## src/rtl/count_event_monitor.sv

```systemverilog
// count_event_monitor
//
// Watches the output of a loadable up-counter, classifies every
// transition it sees and queues one event record per cycle into a small
// first-word-fall-through FIFO. The FIFO is drained over a valid/ready
// handshake. A running count of wraps and a sticky flag for dropped events
// are kept alongside.
//
// Ports
//   clk        in   1      rising-edge clock
//   rst        in   1      synchronous active-high reset
//   count_in   in   W      counter value under observation
//   match_en   in   1      enables MATCH events
//   match_val  in   W      compare value for MATCH
//   evt_valid  out  1      FIFO non-empty, head record on evt_data
//   evt_ready  in   1      consumer takes the head when evt_valid & evt_ready
//   evt_data   out  2+W    {type, count}: 01 WRAP, 10 JUMP, 11 MATCH; 0 when empty
//   wrap_cnt   out  WCW    WRAP events seen (queued or dropped), modulo 2^WCW
//   ovf        out  1      sticky: an event was lost to a full FIFO
//   ovf_clr    in   1      clears ovf; a drop in the same cycle wins
module count_event_monitor #(
   parameter int W     = 4,
   parameter int DEPTH = 4,
   parameter int WCW   = 8
) (
   input  logic           clk,
   input  logic           rst,
   input  logic [W-1:0]   count_in,
   input  logic           match_en,
   input  logic [W-1:0]   match_val,
   output logic           evt_valid,
   input  logic           evt_ready,
   output logic [W+1:0]   evt_data,
   output logic [WCW-1:0] wrap_cnt,
   output logic           ovf,
   input  logic           ovf_clr
);

   localparam int AW = $clog2(DEPTH);
   localparam int CW = AW + 1;

   localparam logic [1:0] TYP_NONE  = 2'b00;
   localparam logic [1:0] TYP_WRAP  = 2'b01;
   localparam logic [1:0] TYP_JUMP  = 2'b10;
   localparam logic [1:0] TYP_MATCH = 2'b11;

   // Priority is WRAP > JUMP > MATCH; a held value never produces an event.
   function automatic logic [1:0] classify(
      input logic [W-1:0] prev_v,
      input logic [W-1:0] cur_v,
      input logic         men_v,
      input logic [W-1:0] mval_v
   );
      logic [W-1:0] succ;
      logic [1:0]   typ;
      succ = prev_v + W'(1);
      typ  = TYP_NONE;
      if (prev_v == {W{1'b1}} && cur_v == '0)
         typ = TYP_WRAP;
      else if (cur_v != prev_v && cur_v != succ)
         typ = TYP_JUMP;
      else if (men_v && cur_v == mval_v && cur_v != prev_v)
         typ = TYP_MATCH;
      return typ;
   endfunction

   logic [W-1:0]   prev;
   logic           prev_vld;
   logic [W+1:0]   mem [DEPTH];
   logic [AW-1:0]  rd_ptr;
   logic [AW-1:0]  wr_ptr;
   logic [CW-1:0]  fill;

   logic [1:0]     evt_type;
   logic [W+1:0]   rec;
   logic           push;
   logic           pop;
   logic           full;
   logic           empty;
   logic           wr_en;
   logic           drop;

   // Classification stage: compare the value sampled now against the last one
   assign evt_type = prev_vld ? classify(prev, count_in, match_en, match_val) : TYP_NONE;
   assign rec      = {evt_type, count_in};
   assign push     = (evt_type != TYP_NONE);

   // FIFO control: when full, a simultaneous pop frees the slot being written
   assign empty    = (fill == '0);
   assign full     = (fill == CW'(DEPTH));
   assign pop      = ~empty & evt_ready;
   assign wr_en    = push & (~full | pop);
   assign drop     = push & full & ~pop;

   assign evt_valid = ~empty;
   assign evt_data  = empty ? '0 : mem[rd_ptr];

   always_ff @(posedge clk) begin
      if (rst) begin
         prev_vld <= 1'b0;
         rd_ptr   <= '0;
         wr_ptr   <= '0;
         fill     <= '0;
         wrap_cnt <= '0;
         ovf      <= 1'b0;
      end else begin
         prev_vld <= 1'b1;
         if (pop)
            rd_ptr <= rd_ptr + AW'(1);
         if (wr_en)
            wr_ptr <= wr_ptr + AW'(1);
         case ({wr_en, pop})
            2'b10:   fill <= fill + CW'(1);
            2'b01:   fill <= fill - CW'(1);
            default: fill <= fill;
         endcase
         // Wraps are counted even when the record itself is dropped.
         if (evt_type == TYP_WRAP)
            wrap_cnt <= wrap_cnt + WCW'(1);
         if (drop)
            ovf <= 1'b1;
         else if (ovf_clr)
            ovf <= 1'b0;
      end
   end

   // Storage stage: data registers carry no reset, validity lives in control
   always_ff @(posedge clk) begin
      prev <= count_in;
      if (wr_en)
         mem[wr_ptr] <= rec;
   end

endmodule
```

## config.mk

```make
export PLATFORM = sky130hd
export DESIGN_NAME = count_event_monitor
export DESIGN_NICKNAME = d
export VERILOG_FILES = /design/src/rtl/count_event_monitor.sv
export SDC_FILE = /design/constraint.sdc
export NUM_CORES = 1
export LEC_CHECK = 0
export ABC_AREA = 1
export ABC_CLOCK_PERIOD_IN_PS = 3100
export CAP_MARGIN = 5
export CELL_PAD_IN_SITES_DETAIL_PLACEMENT = 1
export CELL_PAD_IN_SITES_GLOBAL_PLACEMENT = 2
export CORE_MARGIN = 3
export CORE_UTILIZATION = 34
export CTS_BUF_LIST = sky130_fd_sc_hd__clkbuf_8
export CTS_CLUSTER_DIAMETER = 60
export CTS_CLUSTER_SIZE = 40
export DETAILED_ROUTE_END_ITERATION = 12
export PLACE_DENSITY = 0.83
export SETUP_SLACK_MARGIN = 0.5
export SLEW_MARGIN = 0
export SYNTH_ARGS = -nofsm -noshare
export SYNTH_HDL_FRONTEND = slang
export SYNTH_SLANG_ARGS = --single-unit
```

## constraint.sdc

```tcl
create_clock -name clk -period 3.1 [get_ports clk]
set_input_delay 0.775 -clock clk [delete_from_list [all_inputs] [get_ports clk]]
set_output_delay 0.775 -clock clk [all_outputs]
set_load 0.02 [all_outputs]
```

# Word-level counts from Yosys, hierarchy flattened
# Memories as Yosys holds them, arrays and structs flattened. A register that Yosys moved wholly into a read port is not among the register bits.
# Cells that the tools add are included.
[totals]
reg_bits = 21
latchBits = 0
mem_bits_rw = 24
romBits = 0
in_bits = 13
wordCells = 52
mem_count = 1
[mem_list]
columns = ["memory", "depth", "word_bits", "read_ports", "rd_clocked_by_memory_dff", "write_ports", "line", "rtl"]
rows = [
  ["mem", 4, 6, 1, 1, 1, "69", "logic [W+1:0] mem [DEPTH];"],
]
[classes]
n_addsub = 6
mul = 0
n_div = 0
order_cmp = 0
n_eq_ne = 8
n_shift = 0
mux = 13
n_bitwise = 8
reduce_logical = 9
[ops]
columns = ["operator", "n"]
rows = [
  ["$mux W2", 6],
  ["$add A8 B1 Y8 const B", 1],
  ["$ne A4 B4 Y1", 2],
  ["$mux W6", 1],
  ["$pmux W3 S2", 1],
  ["$reduce_bool A2 Y1", 3],
  ["$mux W1", 5],
  ["$add A2 B1 Y2 const B", 2],
  ["$add A4 B1 Y4 const B", 1],
  ["$and A1 B1 Y1", 4],
  ["$eq A2 B1 Y1 const B", 2],
  ["$eq A4 B4 Y1", 1],
  ["$eq A4 B4 Y1 const B", 1],
  ["$logic_and A1 B1 Y1", 4],
  ["$logic_not A4 Y1", 1],
  ["$add A3 B1 Y3 const B", 1],
  ["$eq A3 B3 Y1 const B", 1],
  ["$logic_not A3 Y1", 1],
  ["$not A1 Y1", 3],
  ["$sub A3 B1 Y3 const B", 1],
  ["$eq A2 B2 Y1 const B", 1],
  ["$or A1 B1 Y1", 1],
]

# Longest topological paths before layout
[logic_depth]
word_depth = 11
mapped_depth = 19

# Least setup slack after synthesis
# No wires, ideal clock.
[synth_path]
kind = "input port to flip-flop"
startpoint = "input count_in[0]"
endpoint = "register fill[2]"
setup_ps = 115
arrival_ps = 2296
setup_slack_ps = 689
path_stages = 18
path_buffers = 0
path_cell_list = "inv_2 > nand2_1 > nand2_1 > nor2_1 > inv_1 > nor2_1 > nand2_1 > nand2_1 > nand2_2 > nand3_4 > nand2_4 > nand2_4 > inv_1 > fa_1 > inv_1 > nand4_1 > a21oi_1 > nor2_1"
[synth_between]
elab_chain_cells = 11
word_cells_on_any_way = 18
classes_between = "eq/ne (5); mux (5); bitwise (1); reduce/logical (7)"
[synth_rtl]
columns = ["element", "line", "rtl"]
rows = [
  ["start, declared", "28", "input logic [W-1:0] count_in,"],
  ["$eq A4 B4 Y1", "62", "else if (men_v && cur_v == mval_v && cur_v != prev_v)"],
  ["$logic_and A1 B1 Y1 (2 in series)", "62", ""],
  ["$mux W2", "62", ""],
  ["$mux W2", "60", "else if (cur_v != prev_v && cur_v != succ)"],
  ["$mux W2 (*)", "58", "if (prev_v == {W{1'b1}} && cur_v == '0)"],
  ["$mux W2 (*)", "84", "assign evt_type = prev_vld ? classify(prev, count_in, match_en, match_val) : TYP_NONE;"],
  ["$reduce_bool A2 Y1 (*)", "86", "assign push = (evt_type != TYP_NONE);"],
  ["$and A1 B1 Y1 (*)", "92", "assign wr_en = push & (~full | pop);"],
  ["$eq A2 B1 Y1 / $eq A2 B2 Y1 (equally long branches)", "112", "case ({wr_en, pop})"],
  ["$pmux W3 S2 / $reduce_bool A2 Y1 (equally long branches)", "n/a", ""],
  ["end signal, assigned", "113", "2'b10: fill <= fill + CW'(1);"],
  ["end signal, assigned", "114", "2'b01: fill <= fill - CW'(1);"],
  ["end signal, assigned", "115", "default: fill <= fill;"],
  ["end, declared", "72", "logic [CW-1:0] fill;"],
]
# Every way passes the cells marked *; elsewhere a longest branch is shown, timed or not.
# A chain may end at the register's enable or synchronous reset.

# Worst setup path in the final report
[layout_path]
startpoint = "input match_en"
endpoint = "register fill[2]"
[layout_between]
elab_chain_cells = 10
word_cells_on_any_way = 12
classes_between = "eq/ne (2); mux (5); bitwise (1); reduce/logical (4)"
[layout_rtl]
columns = ["element", "line", "rtl"]
rows = [
  ["start, declared", "29", "input logic match_en,"],
  ["$logic_and A1 B1 Y1 (*) (2 in series)", "62", ""],
  ["$mux W2 (*)", "62", ""],
  ["$mux W2 (*)", "60", ""],
  ["$mux W2 (*)", "58", ""],
  ["$mux W2 (*)", "84", ""],
  ["$reduce_bool A2 Y1 (*)", "86", ""],
  ["$and A1 B1 Y1 (*)", "92", ""],
  ["$eq A2 B1 Y1 / $eq A2 B2 Y1 (equally long branches)", "112", ""],
  ["$pmux W3 S2 / $reduce_bool A2 Y1 (equally long branches)", "n/a", ""],
]
# Marked as above.

==> impl_metrics.py <==
metrics = {
    "cells_and_area": {
        "utilization_pct": 44.42,
        "final_area_um2": 2869,
        "areaGrowthSynthToFinish_pct": 24.76,
        "nets": 344,
        "n_antenna_cell": 0,
        "layout.cells.non_filler": 402,
        "drive_gt1_share_pct": 17.85,
        "final_cell_mix": "51 x nor2_1, 40 x nand2_1, 38 x inv_1",
        "layout_commonest_cell": "nor2_1",
    },
    "placed_design": {
        "placed_area_um2": 2770,
        "pre_cts_slack_ns": -0.1298,
        "port_buffers": 28,
        "hpwl_mm": 3.860,
        "placed_cells": 393,
        "gp_congestion": 0.7845,
    },
    "routing": {
        "ant_nets": 0,
        "drt-pass1-iter-count": 4,
        "drt-total-wl_mm": 4.983,
        "dr.first_iter.drc_count": 49,
        "num_vias": 1843,
        "wl_per_cell_um": 12.40,
        "drc": 0,
        "vias_per_cell": 4.585,
    },
    "logic_synthesis": {
        "avgSynthCellArea_um2": 8.332,
        "synthAdderAreaFrac_pct": 4.135,
        "syn_inst": 276,
        "synth_top_family_by_area": "simple AND/OR/NAND/NOR gates",
        "synth_seq_cells": 47,
        "synth_top_area_share_pct": 31.34,
        "ys_types": 28,
        "synth_compound_area_share_pct": 7.345,
        "syn_area_um2": 2300,
        "synth_simple_gate_area_share_pct": 27.91,
        "muxShareOfSynthArea_pct": 0,
        "yosys.area.top_type": "edfxtp_1",
        "synth.area.top_cells": "edfxtp_1 31%, dfxtp_1 20%, nor2_1 8.7%, nand2_1 6.5%, inv_1 6.2%",
        "synth_xor_area_share_pct": 0.7617,
        "syn_nets": 296,
        "yosysSeqAreaShare_pct": 51.36,
        "yosysWarnings": 0,
    },
    "floorplanning": {
        "start_util_pct": 35.61,
        "fp.dieW_um": 88.24,
        "core_um2": 6459,
        "rows": 29,
        "io_pins": 29,
        "dieHeight_um": 88.24,
        "die-area_um2": 7786,
    },
    "timing": {
        "hold_violations": 0,
        "slew_headroom_pct": 70.20,
        "fmax_mhz": 404.3,
        "period_share_pct": 79.79,
        "skew_ns": 0.007447,
        "tightest_slew_ns": 0.4465,
        "fin_ws_ns": 0.6264,
        "setup_viol": 0,
        "rsz0062_at_grt": "yes",
        "fin_crit_ns": 2.474,
        "drv_slew": 0,
    },
    "grt": {
        "grt_pass1_vias": 1836,
        "grt_overflow": 0,
        "grt_pass1_wl_mm": 8.349,
        "grt_max_degree": 15,
        "antenna_found_initial": 0,
        "grtUsageTotal_pct": 13.97,
    },
    "critical_path": {
        "startpoint_type": "primary input",
        "crit_buf_inv": 3,
        "cp.depth": 15,
        "cp.required_ns": 3.30,
        "crit_family": "simple AND/OR/NAND/NOR gates",
        "cpPeakStageDelay_ns": 0.45,
        "crit_type": "primary input to flip-flop",
        "cp_cell_sequence": "clkdlybuf4s50_1 > nand2_1 > nor2_2 > nand3_1 > nor2_2 > nand3_2 > nand3_4 > nand2_4 > nand2_4 > inv_1 > fa_2 > inv_1 > nand4_1 > a21oi_1 > nor2_1",
        "endpoint_kind": "flip-flop",
        "worst-path-max-fanout": 2,
        "ff2ff_path_depth": 17,
        "cpMaxStageDelayCell": "clkdlybuf4s50_1",
        "worstPathArrival_ns": 2.67,
    },
    "pwr": {
        "p_sw_share_pct": 32.86,
        "p_total_mw": 1.537,
        "power_frac_seq_pct": 48.8,
        "pwr-share-comb_pct": 28.8,
        "max-vdd-ir-drop_mv": 0.1761,
        "powerDensity_nw_per_um2": 535.6,
        "leakage_nw": 1.297,
        "switchingPower_mw": 0.5049,
        "pwr-share-clk_pct": 22.4,
        "p_int_mw": 1.032,
    },
    "run_status": {
        "run_status": "finished, final reports clean",
    },
    "job": {
        "maxCapViolations": 0,
    },
    "worst_hold_path": {
        "hold_class": "flip-flop to flip-flop",
        "min_path_cells": 2,
    },
    "cts": {
        "clock_latency_ns": 0.30,
        "cts_root_buf": "clkbuf_8",
        "clk_path_buf_depth": 2,
        "clkSinkCount": 47,
        "cts_tree": "done",
        "htreeDepth": 2,
        "hold_buffers": 0,
        "clk_pin_slew_ns": 0.08,
        "cts_made_buffers": 5,
    },
}
==> worst reg2reg max path: cells and delay by family, from the launching register on <==
| kind | cells | cell delay [ns] |
|---|---|---|
| adder cells (fa/ha/maj) | 2 | 0.66 |
| AO/OA/AOI/OAI | 1 | 0.17 |
| AND/OR/NAND/NOR | 10 | 0.77 |
| flip-flops | 1 | 0.35 |
| buffers and inverters | 4 | 0.21 |
==> synthesized netlist by cell type <==
cell      number
clkinv_1       1
o21ai_0       18
xor2_1         1
fa_1           1
nand3_2        3
nor2_1        53
nor3b_1        1
nand3_4        1
and2_1         1
buf_6          1
ha_1           6
a31o_2         1
nor2_4         1
dfxtp_1       23
and3_1         1
nand2_4        2
nand4_1        5
edfxtp_1      24
nor3_1         1
nand2_2       11
nor2_2         1
nand2_1       40
xnor2_1        1
a21oi_1       14
inv_2          8
clkbuf_1       2
inv_1         38
nand3_1       16
==> per-layer routing <==
metal / share of wire (%) / vias up / global-route usage, % / wire [um]
met5: 0 / - / 0 / 0
met4: 1.7 / 0 / 5.495 / 84
met3: 2.0 / 7 / 2.886 / 101
met2: 49 / 28 / 23.18 / 2442
met1: 47 / 834 / 17.87 / 2354
li1: - / 974 / - / -
==> timing repair <==
action	4_1_cts	5_1_grt
buffers inserted	0	1
pin swaps	0	6
endpoints found under the setup margin	32	19
gates resized for setup	13	12
==> power by group through the flow <==
stage                     Clock (mW)  Combinational [mW]  Sequential (mW)
after CTS                      0.360               0.448            0.750
final                          0.345               0.442            0.750
after detailed placement           0               0.468            0.760
after floorplan                    0               0.286            0.743
after global routing           0.385               0.504            0.759
after global placement             0               0.460            0.759
==> area by class of cell <==
| cell class | instances | area [um2] |
|---|---|---|
| clock buffer | 5 | 68.82 |
| tap | 77 | 96.34 |
| timing repair buffer | 44 | 394.1 |
| multi-input combinational | 179 | 930.9 |
| fill | 779 | 3590 |
| clock inverter | 3 | 12.51 |
| sequential | 47 | 1186 |
| inverter | 47 | 180.2 |
==> metrics by stage <==
| step | hold slack (ns) | TNS [ns] |
|---|---|---|
| final | 0.4622 | 0 |
| after global routing | 0.5044 | 0 |
| after CTS | 0.4670 | 0 |
| after detailed placement | 0.4600 | -0.1298 |
| after global placement | 0.4537 | -0.04409 |
| after floorplan | 0.4356 | 0 |
==> state kept, by name, indices dropped and copies added, names as in the netlist, named ones only <==
register  flops
wrap_cnt      8
prev          4
fill          3
mem          24
wr_ptr        2
ovf           1
rd_ptr        2
prev_vld      1
==> worst paths after layout <==
kind / end / from / slack (ns)
max: fill[2] / match_en / 0.63
min: flip-flop / rd_ptr[1] / 0.46
max reg2reg: fill[2] / prev[0] / 0.86
min reg2reg: flip-flop / rd_ptr[1] / 0.46
==> kinds of logic after synthesis <==
family / after synthesis
and+or+nand+nor: 137
adders and majority gates: 7
buffers and inverters: 50
xor gates and xnor gates: 2
DFF: 47
AOI/OAI and AO/OA: 33
Power figures use the tool's default switching activity.
